$ cat config.mk
export PLATFORM = sky130hd
export DESIGN_NAME = spi_flash_reader
export DESIGN_NICKNAME = d
export VERILOG_FILES = /design/src/rtl/storage_pkg.sv /design/src/rtl/spi_sck_gen.sv /design/src/rtl/spi_flash_reader.sv
export SDC_FILE = /design/constraint.sdc
export NUM_CORES = 1
export LEC_CHECK = 0
export ABC_AREA = 1
export CAP_MARGIN = 20
export CORE_ASPECT_RATIO = 0.75
export CORE_UTILIZATION = 45
export DETAILED_ROUTE_END_ITERATION = 10
export PLACE_DENSITY = 0.68
export SYNTH_ARGS = -nofsm -noshare
export SYNTH_HDL_FRONTEND = slang
export SYNTH_SLANG_ARGS = --single-unit
$ cat constraint.sdc
create_clock -name clk -period 3.1 [get_ports clk]
set_input_delay 0.465 -clock clk [delete_from_list [all_inputs] [get_ports clk]]
set_output_delay 0.465 -clock clk [all_outputs]
set_load 0.02 [all_outputs]
$ cat src/rtl/storage_pkg.sv
`default_nettype none
// ============================================================================
//  Module      : storage_pkg
//  Description : Shared types and constants for the external-storage SPI
//                read path: default read opcode, frame length, reader FSM
//                state encoding and a byte-order helper.
//  Revision    : 1.0 - initial release
// ============================================================================
package storage_pkg;

    // Standard serial-flash READ command (no dummy cycles).
    localparam logic [7:0] DEFAULT_READ_OPCODE = 8'h03;

    // opcode(8) + address(24) out, data(32) in.
    localparam int SPI_FRAME_BITS = 64;

    typedef enum logic [2:0] {
        IDLE      = 3'd0,
        SHIFT_OUT = 3'd1,
        SHIFT_IN  = 3'd2,
        RESP      = 3'd3,
        CS_HOLD   = 3'd4
    } spi_rd_state_t;

    // Bytes arrive first-byte-in-MSB of the shift register; the response
    // word is little-endian (first byte in [7:0]).
    function automatic logic [31:0] byte_swap32(input logic [31:0] w);
        return {w[7:0], w[15:8], w[23:16], w[31:24]};
    endfunction

endpackage : storage_pkg
`default_nettype wire

$ cat src/rtl/spi_sck_gen.sv
`default_nettype none
// ============================================================================
//  Module      : spi_sck_gen
//  Description : SPI serial-clock generator (CPOL=0). While enabled, a
//                half-period counter runs 0..CLK_DIV-1 and SCK toggles each
//                time it wraps. Rise/fall strobes are asserted in the cycle
//                whose clk edge will raise/lower SCK. Disabling returns SCK
//                low and clears the counter.
//  Ports       : clk     in  system clock
//                rst     in  synchronous active-high reset
//                i_en    in  run the generator
//                o_sck   out registered serial clock
//                o_rise  out next clk edge raises SCK
//                o_fall  out next clk edge lowers SCK
//  Revision    : 1.0 - initial release
// ============================================================================
module spi_sck_gen #(
    parameter int CLK_DIV = 2
) (
    input  logic clk,
    input  logic rst,
    input  logic i_en,
    output logic o_sck,
    output logic o_rise,
    output logic o_fall
);

    localparam int CNT_W = (CLK_DIV > 1) ? $clog2(CLK_DIV) : 1;
    localparam logic [CNT_W-1:0] CNT_LAST = CNT_W'(CLK_DIV - 1);

    logic [CNT_W-1:0] r_cnt;
    logic             r_sck;
    logic             w_wrap;

    assign w_wrap = (r_cnt == CNT_LAST);
    assign o_rise = i_en & w_wrap & ~r_sck;
    assign o_fall = i_en & w_wrap &  r_sck;
    assign o_sck  = r_sck;

    always_ff @(posedge clk) begin
        if (rst || !i_en) begin
            r_cnt <= '0;
            r_sck <= 1'b0;
        end else if (w_wrap) begin
            r_cnt <= '0;
            r_sck <= ~r_sck;
        end else begin
            r_cnt <= r_cnt + CNT_W'(1);
        end
    end

endmodule : spi_sck_gen
`default_nettype wire

$ cat src/rtl/spi_flash_reader.sv
`default_nettype none
// ============================================================================
//  Module      : spi_flash_reader
//  Description : SPI mode-0 master that reads one 32-bit little-endian word
//                from serial flash: sends READ_OPCODE + 24-bit address MSB
//                first, then shifts in 4 bytes. Fixed 64 SCK rising edges
//                per transaction; accept -> rsp_valid = 128*CLK_DIV+2 cycles.
//  Ports       : clk        in   system clock (posedge)
//                rst        in   synchronous active-high reset
//                req_valid  in   read request present
//                req_ready  out  engine idle, request accepted on valid&ready
//                req_addr   in   [23:0] flash byte address
//                rsp_valid  out  one-cycle response strobe
//                rsp_data   out  [31:0] byte@addr in [7:0] .. addr+3 in [31:24]
//                spi_cs_n   out  chip select, active low
//                spi_sck    out  serial clock, idle low
//                spi_mosi   out  master out, changes on SCK fall / cs_n fall
//                spi_miso   in   master in, sampled on edge raising SCK
//  Revision    : 1.0 - initial release
// ============================================================================
module spi_flash_reader
    import storage_pkg::*;
#(
    parameter int         CLK_DIV        = 2,
    parameter int         CS_IDLE_CYCLES = 2,
    parameter logic [7:0] READ_OPCODE    = DEFAULT_READ_OPCODE
) (
    input  logic        clk,
    input  logic        rst,
    input  logic        req_valid,
    output logic        req_ready,
    input  logic [23:0] req_addr,
    output logic        rsp_valid,
    output logic [31:0] rsp_data,
    output logic        spi_cs_n,
    output logic        spi_sck,
    output logic        spi_mosi,
    input  logic        spi_miso
);

    localparam int              HOLD_W    = (CS_IDLE_CYCLES > 1) ? $clog2(CS_IDLE_CYCLES) : 1;
    localparam logic [HOLD_W-1:0] HOLD_LAST = HOLD_W'(CS_IDLE_CYCLES - 1);
    localparam logic [5:0]      HALF_FRAME = 6'(SPI_FRAME_BITS / 2);

    spi_rd_state_t     r_state;
    logic [5:0]        r_bit_cnt;     // SCK rising edges seen, wraps to 0 after the 64th
    logic [30:0]       r_tx;          // bits still to send after the one on mosi
    logic [31:0]       r_rx;
    logic [1:0]        r_tail_cnt;    // cs_n hold-off after the last SCK fall
    logic [HOLD_W-1:0] r_hold_cnt;
    logic              r_req_ready;
    logic              r_rsp_valid;
    logic [31:0]       r_rsp_data;
    logic              r_cs_n;
    logic              r_mosi;

    logic w_sck_en;
    logic w_rise;
    logic w_fall;

    // SCK runs through both shift phases; it stops once the tail starts so
    // the clock stays low while cs_n is still asserted.
    assign w_sck_en = (r_state == SHIFT_OUT) ||
                      ((r_state == SHIFT_IN) && (r_tail_cnt == 2'd0));

    spi_sck_gen #(
        .CLK_DIV (CLK_DIV)
    ) u_sck_gen (
        .clk    (clk),
        .rst    (rst),
        .i_en   (w_sck_en),
        .o_sck  (spi_sck),
        .o_rise (w_rise),
        .o_fall (w_fall)
    );

    always_ff @(posedge clk) begin
        if (rst) begin
            r_state     <= IDLE;
            r_bit_cnt   <= '0;
            r_tx        <= '0;
            r_rx        <= '0;
            r_tail_cnt  <= '0;
            r_hold_cnt  <= '0;
            r_req_ready <= 1'b0;
            r_rsp_valid <= 1'b0;
            r_rsp_data  <= '0;
            r_cs_n      <= 1'b1;
            r_mosi      <= 1'b0;
        end else begin
            r_rsp_valid <= 1'b0;
            case (r_state)
                IDLE: begin
                    if (r_req_ready && req_valid) begin
                        r_req_ready <= 1'b0;
                        r_tx        <= {READ_OPCODE[6:0], req_addr};
                        r_mosi      <= READ_OPCODE[7];
                        r_cs_n      <= 1'b0;
                        r_bit_cnt   <= '0;
                        r_rx        <= '0;
                        r_tail_cnt  <= '0;
                        r_state     <= SHIFT_OUT;
                    end else begin
                        r_req_ready <= 1'b1;
                    end
                end

                SHIFT_OUT: begin
                    if (w_rise) begin
                        r_bit_cnt <= r_bit_cnt + 6'd1;
                    end
                    if (w_fall) begin
                        if (r_bit_cnt == HALF_FRAME) begin
                            r_mosi  <= 1'b0;
                            r_state <= SHIFT_IN;
                        end else begin
                            r_mosi <= r_tx[30];
                            r_tx   <= {r_tx[29:0], 1'b0};
                        end
                    end
                end

                SHIFT_IN: begin
                    if (w_rise) begin
                        r_rx      <= {r_rx[30:0], spi_miso};
                        r_bit_cnt <= r_bit_cnt + 6'd1;
                    end
                    if (r_tail_cnt != 2'd0) begin
                        if (r_tail_cnt == 2'd2) begin
                            r_cs_n      <= 1'b1;
                            r_rsp_valid <= 1'b1;
                            r_rsp_data  <= byte_swap32(r_rx);
                            r_tail_cnt  <= '0;
                            r_state     <= RESP;
                        end else begin
                            r_tail_cnt <= r_tail_cnt + 2'd1;
                        end
                    end else if (w_fall && (r_bit_cnt == 6'd0)) begin
                        // Bit counter wrapped on the 64th rise, so this is
                        // the final falling edge of the frame.
                        r_tail_cnt <= 2'd1;
                    end
                end

                RESP: begin
                    r_hold_cnt <= '0;
                    r_state    <= CS_HOLD;
                end

                CS_HOLD: begin
                    if (r_hold_cnt == HOLD_LAST) begin
                        r_req_ready <= 1'b1;
                        r_state     <= IDLE;
                    end else begin
                        r_hold_cnt <= r_hold_cnt + HOLD_W'(1);
                    end
                end

                default: begin
                    r_state <= IDLE;
                end
            endcase
        end
    end

    assign req_ready = r_req_ready;
    assign rsp_valid = r_rsp_valid;
    assign rsp_data  = r_rsp_data;
    assign spi_cs_n  = r_cs_n;
    assign spi_mosi  = r_mosi;

endmodule : spi_flash_reader
`default_nettype wire

==> flow_summary.ini <==
[clock_network]
cts_tree = done
h-tree-depth = 4
numClockSinks = 113
cts_hold_buf = 0
cts_buffers = 17
cts_root_buf = clkbuf_16
clkSlewWorstSetupHoldPaths_ps = 50
cts_resized = 0
clockBufferDepth = 2
post-cts-setup-buffers = 0
clkLatencyLatePin_ps = 400

[worst_setup_path]
worstSetupEndpointType = register
crit_top_cell = nand2_1
slowest_delay_ps = 570
cp-start-kind = register
crit_chain = inv_2, nand2_1, inv_2, a21oi_4, buf_4, nand2_1, nand2_1, nor2_1
worstPathMaxFanout = 64
critPathKind = reg2reg
crit_required_ps = 3390
cp.arrival_ps = 2540
critPathSlowestCell = dfxtp_1
r2r_cells = 8

[route]
route.detailed.drc = 0
drt-pass1-iter-count = 4
num_vias = 4324
initialDrtViolationCount = 149
routedWlPerCell_microns = 11.6
routed_via_density = 4.82
ant_nets = 0
wirelength_mm = 10.4

[grt]
grt_pass1_vias = 4091
grt_max_degree = 68
grt_usage_pct = 20.5
grt.overflow.total = 0
antenna_found_initial = 0
grt_pass1_wl_mm = 18.1

[power]
p_int_mw = 3.28
p_sw_share_pct = 24.8
pwr-share-clk_pct = 49.0
ir_drop_uv = 427
leakagePower_nw = 2.66
power_frac_seq_pct = 38.7
combPwrFrac_pct = 12.4
power.switching_mw = 1.08
powerDensity_nw_per_um2 = 716

[synthesis]
syn-num-nets = 725
syn_inst = 695
avgSynthCellArea_sq_um = 6.84
synth_seq_cells = 113
ys_seq_area_share_pct = 47.6
synth_edf_count = 0
ys.flop_type = dfxtp_1
yosys_warnings = 0
ys_types = 29
async_reset_ff_share_pct = 0
synth_area_sq_um = 4760

[placement]
gp_congestion = 0.771
numPortBuffers = 64
place_hpwl_mm = 6.32

[final_layout]
final_core_util_pct = 59.3
final_cell_mix = 249 x nand2_1, 148 x nor2_1, 113 x dfxtp_1
nets = 779
diodes = 0
fillers = 929
final_common_cell = nand2_1
area_growth_pct = 28.3
drive_gt1_share_pct = 7.88

[floorplanning]
initial_utilization_pct = 46.2
dieWidth_microns = 121
ioPinCount = 65
dieArea_sq_um = 11000
core_sq_um = 10300
num_rows = 32
die_height_microns = 91.0

[timing]
hold_viol_final = 0
setup_viol = 0
rsz0062_at_grt = false
worst_pin_slew_ps = 611
min_period_over_period_pct = 72.5
finalCriticalPeriod_ps = 2250
max_freq_mhz = 445
fin_skew_ps = 5.75
fin_tns_setup_ps = 0
slew-limit-headroom_pct = 59.2
maxSlewViolCount = 0

[run_status]
status = finished, final reports clean

[hold_path]
hold_class = reg2reg
holdPathStages = 2

[job]
cap_violations = 0
routing by layer:
| layer | routed length (microns) | GRT usage, % |
|---|---|---|
| met1 | 5140 | 24.5 |
| met2 | 4820 | 35.2 |
| met3 | 383 | 6.34 |
| met4 | 76 | 5.86 |
| met5 | 0 | 0 |
sequential cells by signal, indices dropped and copies added (netlist names), 2 cells and up:
name and flops:
r_rx 32, r_bit_cnt 6, r_state 3, rsp_data 32
r_tx 31, r_tail_cnt 2
through the flow:
stage / std cells / instance area [sq um] / hold slack, ps / power, mW / worst slack, ps
floorplan: 695 / 4760 / 439 / 2.13 / 1570
global placement: 866 / 5450 / 455 / 2.23 / 792
detailed placement: 866 / 5450 / 459 / 2.26 / 767
CTS: 897 / 6100 / 470 / 4.41 / 852
global route: 897 / 6100 / 483 / 4.58 / 684
finish: 897 / 6100 / 465 / 4.37 / 852
Yosys cell counts, types with 3 or more instances:
cell type / instances / share of area (%)
nor3_1: 4 / 0.42
nor2_1: 148 / 12
buf_6: 6 / 1.4
nand2_2: 3 / 0.39
inv_1: 20 / 1.6
a21oi_1: 13 / 1.4
buf_2: 11 / 1.2
inv_2: 5 / 0.39
nand2_1: 249 / 20
dfxtp_1: 113 / 48
nand3_1: 44 / 4.6
clkbuf_1: 16 / 1.3
buf_1: 5 / 0.39
o21ai_0: 38 / 4.0
cell families after synthesis:
kind of cell	count (synthesis)	share of synthesized area (%)
adders and majority gates	2	0.526
xor gates and xnor gates	1	0.184
buffers and inverters	64	6.37
DFF	113	47.6
AOI/OAI and AO/OA	55	6.21
and+or+nand+nor	460	39.1
worst max-delay path: cells and delay by family, from the launching register on:
family / cells / cell delay (ps)
buffers and inverters: 3 / 890
DFF: 1 / 570
AOI/OAI and AO/OA: 1 / 230
and+or+nand+nor: 4 / 440
worst paths after layout:
path                                endpoint  startpoint  slack, ps
worst min-delay path            rsp_data[17]     r_rx[9]        470
worst max-delay path                 r_rx[6]  r_state[0]        850
worst max register to register       r_rx[6]  r_state[0]        850
worst min register to register  rsp_data[17]     r_rx[9]        470
power by group through the flow:
stage          combinational (mW)  sequential, mW  clock (mW)
6_report                    0.541            1.69        2.14
5_1_grt                     0.621            1.71        2.25
4_1_cts                     0.546            1.69        2.17
3_5_place_dp                0.540            1.72           0
3_3_place_gp                0.521            1.71           0
2_1_floorplan               0.431            1.70           0
area by class of cell:
cell class,instances,area (sq um),share of cell area [%]
flip-flops and latches,113,2260,37.1
multi-input cells,518,2190,36.0
repair buffers,74,728,11.9
clock buffers,21,470,7.71
clock inverters,10,181,2.97
well taps,136,170,2.79
inverters,25,93.8,1.54
No activity file was read; power rests on OpenSTA's default activity.
